<file path="config.mk">
export PLATFORM = sky130hd
export DESIGN_NAME = video_in_dma
export DESIGN_NICKNAME = d
export VERILOG_FILES = /design/src/rtl/video_in_dma.sv
export SDC_FILE = /design/constraint.sdc
export NUM_CORES = 1
export LEC_CHECK = 0
export CAP_MARGIN = 10
export CORE_MARGIN = 5
export CORE_UTILIZATION = 65
export CTS_CLUSTER_DIAMETER = 200
export DETAILED_ROUTE_END_ITERATION = 10
export DONT_BUFFER_PORTS = 1
export HOLD_SLACK_MARGIN = 0.12
export PLACE_DENSITY = 0.81
export SLEW_MARGIN = 10
export SYNTH_ARGS = -nofsm -noshare
export SYNTH_HDL_FRONTEND = slang
export SYNTH_SLANG_ARGS = --single-unit
</file>
<file path="constraint.sdc">
create_clock -name clk -period 8 [get_ports clk]
set_input_delay 1.6 -clock clk [delete_from_list [all_inputs] [get_ports clk]]
set_output_delay 1.6 -clock clk [all_outputs]
set_load 0.1 [all_outputs]
</file>
<file path="src/rtl/video_in_dma.sv">
// Video capture DMA: drains a pixel FIFO into ping/pong frame buffers over a
// Wishbone master, one burst of BURST words at a time, with frame-done irq.
module video_in_dma #(
  parameter int WIDTH      = 640,
  parameter int HEIGHT     = 480,
  parameter int BURST      = 4,
  parameter int INT_CYCLES = 3
) (
  input  logic        clk,
  input  logic        nRST,
  input  logic        cfg_en,
  input  logic [31:0] cfg_addr0,
  input  logic [31:0] cfg_addr1,
  input  logic [31:0] cfg_stride,
  input  logic        burst_avail,
  input  logic [31:0] fifo_data,
  output logic        fifo_rd,
  output logic        frame_start,
  output logic        irq,
  output logic        buf_sel,
  output logic        err_flag,
  output logic        wb_CYC_O,
  output logic        wb_STB_O,
  output logic        wb_WE_O,
  output logic        wb_LOCK_O,
  output logic [3:0]  wb_SEL_O,
  output logic [31:0] wb_ADR_O,
  output logic [31:0] wb_DAT_O,
  input  logic        wb_ACK_I,
  input  logic        wb_ERR_I
);

  localparam int WORDS = WIDTH / 4;
  localparam int CW    = (WORDS > 1)  ? $clog2(WORDS)  : 1;
  localparam int RW    = (HEIGHT > 1) ? $clog2(HEIGHT) : 1;
  localparam int BW    = (BURST > 1)  ? $clog2(BURST)  : 1;
  localparam int IW    = $clog2(INT_CYCLES + 1);

  typedef enum logic [2:0] {
    IDLE, WAIT_BURST, WRITE, GAP, DONE, ERROR
  } state_t;

  state_t        state;
  logic          en_d;
  logic          cur_buf;
  logic [31:0]   base;
  logic [31:0]   line_addr;
  logic [CW-1:0] col_word;
  logic [RW-1:0] row;
  logic [BW-1:0] burst_cnt;
  logic [IW-1:0] irq_cnt;

  logic last_col, last_row, last_beat, last_irq;

  assign last_col  = (col_word  == CW'(WORDS - 1));
  assign last_row  = (row       == RW'(HEIGHT - 1));
  assign last_beat = (burst_cnt == BW'(BURST - 1));
  assign last_irq  = (irq_cnt   == IW'(INT_CYCLES - 1));

  assign wb_WE_O   = 1'b1;
  assign wb_LOCK_O = 1'b0;
  assign wb_SEL_O  = 4'hF;
  assign wb_ADR_O  = line_addr + 32'({col_word, 2'b00});
  assign wb_DAT_O  = fifo_data;
  // The word on the bus is consumed on the terminating cycle, even an error.
  assign fifo_rd   = (state == WRITE) && (wb_ACK_I || wb_ERR_I);

  always_ff @(posedge clk or negedge nRST) begin
    if (!nRST) begin
      state       <= IDLE;
      en_d        <= 1'b0;
      frame_start <= 1'b0;
      cur_buf     <= 1'b0;
      buf_sel     <= 1'b0;
      err_flag    <= 1'b0;
      irq         <= 1'b0;
      wb_CYC_O    <= 1'b0;
      wb_STB_O    <= 1'b0;
      base        <= '0;
      line_addr   <= '0;
      col_word    <= '0;
      row         <= '0;
      burst_cnt   <= '0;
      irq_cnt     <= '0;
    end else begin
      en_d        <= cfg_en;
      frame_start <= cfg_en & ~en_d;
      case (state)
        IDLE: begin
          if (frame_start) begin
            state     <= WAIT_BURST;
            base      <= cfg_addr0;
            line_addr <= cfg_addr0;
            cur_buf   <= 1'b0;
            col_word  <= '0;
            row       <= '0;
            burst_cnt <= '0;
            irq_cnt   <= '0;
            err_flag  <= 1'b0;
          end
        end
        WAIT_BURST: begin
          if (!cfg_en) begin
            state <= IDLE;
          end else if (burst_avail) begin
            state    <= WRITE;
            wb_CYC_O <= 1'b1;
            wb_STB_O <= 1'b1;
          end
        end
        WRITE: begin
          if (wb_ERR_I) begin
            state    <= ERROR;
            wb_CYC_O <= 1'b0;
            wb_STB_O <= 1'b0;
            err_flag <= 1'b1;
          end else if (wb_ACK_I) begin
            wb_STB_O <= 1'b0;
            if (last_beat) begin
              burst_cnt <= '0;
              wb_CYC_O  <= 1'b0;
              state     <= WAIT_BURST;
            end else begin
              burst_cnt <= burst_cnt + BW'(1);
              state     <= GAP;
            end
            // A line always ends on a burst boundary, so DONE overrides WAIT_BURST.
            if (last_col) begin
              col_word  <= '0;
              line_addr <= line_addr + cfg_stride;
              if (last_row) begin
                row     <= '0;
                state   <= DONE;
                irq     <= 1'b1;
                irq_cnt <= '0;
                buf_sel <= cur_buf;
                cur_buf <= ~cur_buf;
                base    <= cur_buf ? cfg_addr0 : cfg_addr1;
              end else begin
                row <= row + RW'(1);
              end
            end else begin
              col_word <= col_word + CW'(1);
            end
          end
        end
        GAP: begin
          state    <= WRITE;
          wb_STB_O <= 1'b1;
        end
        DONE: begin
          if (last_irq) begin
            irq     <= 1'b0;
            irq_cnt <= '0;
            if (cfg_en) begin
              state     <= WAIT_BURST;
              line_addr <= base;
            end else begin
              state <= IDLE;
            end
          end else begin
            irq_cnt <= irq_cnt + IW'(1);
          end
        end
        ERROR: begin
          if (!cfg_en) state <= IDLE;
        end
        default: state <= IDLE;
      endcase
    end
  end

endmodule
</file>
==> flow_metrics.env <==
export IMPL_synthTopCellsByArea="dfrtp_1 33%, ha_1 7.2%, a21oi_1 6.3%"
export IMPL_io_pins=211
export IMPL_post_dp_hpwl_um=14900
export IMPL_rsz0062_at_grt="no"
export IMPL_status="completed"
export IMPL_intPower_uw=1620
export IMPL_portBuffers=0
export IMPL_synth_area_per_cell_um2=8.39
export IMPL_synth_ff_latch_count=96
export IMPL_comb_power_share=0.601
export IMPL_critPathBufInv=1
export IMPL_peakVddDrop_v=0.000683
export IMPL_synthFlopType="dfrtp_1"
export IMPL_holdCritPathClass="flop to flop"
export IMPL_antenna_found_initial=0
export IMPL_cts_clk_slew_worst_paths_ns=0.07
export IMPL_instances_no_fill=982
export IMPL_register_area_um2=2400
export IMPL_path_delay_family="compound AO/OA/AOI/OAI gates"
export IMPL_routed_wl_um=20700
export IMPL_fp_dieH_um=116
export IMPL_ctsResizeCount=0
export IMPL_powerDensity_nw_per_um2=465
export IMPL_synth_top_cell_area_share=0.327
export IMPL_cts_tree="yes"
export IMPL_setup_viol=0
export IMPL_power_net_switching_uw=2010
export IMPL_hold_buffers=0
export IMPL_max_stage_delay_ns=0.96
export IMPL_yosysTopAreaCell="dfrtp_1"
export IMPL_yosysWarningCount=0
export IMPL_crit_type="flop to output pin"
export IMPL_slew_headroom=0.197
export IMPL_multi_input_area_um2=4640
export IMPL_coreArea_um2=11000
export IMPL_path_max_fanout=9
export IMPL_cts_buffers=9
export IMPL_swShare=0.554
export IMPL_fin_tns_setup_ns=0
export IMPL_num_rows=38
export IMPL_diodes=0
export IMPL_num_vias=6648
export IMPL_htree_levels=3
export IMPL_path_cells="ha_1 > inv_1 > fa_1 > nor2b_1 > o21ai_0 > a21boi_1 > o21ai_0 > a21boi_1 > o21a_1 > o21ai_1 > nor3_1 > xor2_2"
export IMPL_min_period_ns=6.00
export IMPL_synth_enable_flop_cells=0
export IMPL_leakage_uw=0.00334
export IMPL_yosysUniqueCellTypes=67
export IMPL_cp_end_kind="output pin"
export IMPL_post_cts_buffers=0
export IMPL_finalCritPeriodShare=0.750
export IMPL_cts_buffer_depth=2
export IMPL_syn_to_final_growth_pct=6.39
export IMPL_drcViolationCount=0
export IMPL_grt_pass1_wl_um=33300
export IMPL_hold_viol=0
export IMPL_postSynthCellCount=876
export IMPL_drive_gt1_frac=0.103
export IMPL_grt_max_degree=97
export IMPL_overflow=0
export IMPL_cts_root_buffer="clkbuf_16"
export IMPL_die_w_um=116
export IMPL_synth_seq_area_share=0.327
export IMPL_start_util=0.669
export IMPL_grt_pass1_vias=6737
export IMPL_clock_sinks=96
export IMPL_place_congestion=0.933
export IMPL_grt_usage=0.310
export IMPL_max_cap_viol_count=0
export IMPL_ant_nets=0
export IMPL_worstSetupStartpointType="flop"
export IMPL_fmax_mhz=167
export IMPL_synthArstFlopShare=1.00
export IMPL_fillerInstances=823
export IMPL_crit_path_top_delay_cell="xor2_2"
export IMPL_required_ns=6.40
export IMPL_final_cell_area_um2=7820
export IMPL_yosys_top_cells_count="106 x nor2_1, 96 x dfrtp_1, 92 x a21oi_1"
export IMPL_drt_pass1_iter_count=6
export IMPL_synth_most_common_cell="nor2_1"
export IMPL_clock_power_share=0.132
export IMPL_viasPerCell=6.77
export IMPL_slew_viol_final=0
export IMPL_netlist_area_um2=7350
export IMPL_drtIter0Drc=679
export IMPL_skew_ns=0.0117
export IMPL_critPathArrivalTime_ns=4.40
export IMPL_die_area_um2=13500
export IMPL_wire_per_inst_um=21.1
export IMPL_place_inst=966
export IMPL_final_nets=1015
export IMPL_seq_power_share=0.267
export IMPL_tightest_slew_ns=1.20
export IMPL_placed_area_um2=7500
export IMPL_clk_latency_ns=0.36
[kinds of logic after synthesis]
group | synth area share
simple gates | 0.182
compound gates | 0.222
buf+inv | 0.0742
flops | 0.327
xor+xnor | 0.0656
fa+ha+maj | 0.0770
mux | 0.0506
other cells | 0.00102
[cells in the final DEF (no fill, tap or decap), drive strengths merged, types with 24 or more instances in the layout]
master	count
nor2	106
dfrtp	96
a21oi	92
nand2	67
o21ai	64
ha	42
mux2i	36
xor2	30
nand3	26
buf	25
xnor2	25
inv	24
a221oi	24
[registers in the layout (all words and copies together) (netlist names)]
| name | flops |
|---|---|
| row | 9 |
| frame_start | 1 |
| wb_CYC_O | 1 |
| burst_cnt | 2 |
| irq | 1 |
| cur_buf | 1 |
| buf_sel | 1 |
| state | 3 |
| wb_STB_O | 1 |
| col_word | 8 |
| irq_cnt | 2 |
| err_flag | 1 |
| en_d | 1 |
| base | 32 |
| line_addr | 32 |
[worst register-to-register path, cell delays in order, from the launching register on]
cell and delay (ns):
dfrtp_1 0.76, ha_1 0.42, fa_1 0.43, a21o_1 0.25
a221oi_4 0.35, o221ai_2 0.19, o2111ai_1 0.31, nand3b_1 0.18
a311oi_2 0.39, o21ai_1 0.12, mux2i_1 0.17, a31oi_1 0.09
[layer usage]
layer	GRT usage	share of wire	vias up	wire length, um
met1	0.383	0.38	3156	7900
met3	0.0477	0.082	103	1700
met4	0.173	0.047	0	983
met2	0.520	0.49	364	10100
met5	0	0	-	0
li1	-	-	3025	-
[metrics by stage]
| step | setup WS, ns | hold slack (ns) | total power [uW] | util |
|---|---|---|---|---|
| 2_1_floorplan | 2.65 | 0.378 | 2740 | - |
| 3_3_place_gp | 2.63 | 0.381 | 3050 | 0.683 |
| 5_1_grt | 1.85 | 0.413 | 3830 | 0.712 |
| 6_report | 2.00 | 0.396 | 3630 | 0.712 |
| 4_1_cts | 2.04 | 0.395 | 3610 | 0.712 |
| 3_5_place_dp | 2.53 | 0.387 | 3120 | 0.683 |
[cell type report]
class,instances,area share
clock inverter,5,0.0101
sequential,96,0.307
multi-input combinational,682,0.594
inverter,23,0.0110
timing repair buffer,25,0.0240
clock buffer,11,0.0310
tap,140,0.0224
[power by group through the flow]
stage,Sequential (uW),Combinational [uW],Clock [uW]
after global routing,998,2330,503
final,971,2180,480
after floorplan,859,1880,0
after global placement,959,2090,0
after detailed placement,974,2140,0
after CTS,966,2160,480
[worst paths after layout]
path | startpoint | to | slack [ns] | depth (start not counted)
worst max-delay path | col_word[0] | wb_ADR_O[18] | 2.00 | 12
worst min-delay path | en_d | frame_start | 0.40 | 1
worst max register to register | line_addr[0] | line_addr[30] | 4.22 | 11
worst min register to register | en_d | frame_start | 0.40 | 1
max in group asynchronous | nRST | base[22] | 6.95 | 0
min in group asynchronous | nRST | line_addr[4] | 0.94 | 0
Note: power is estimated with default switching activity, not from simulation.
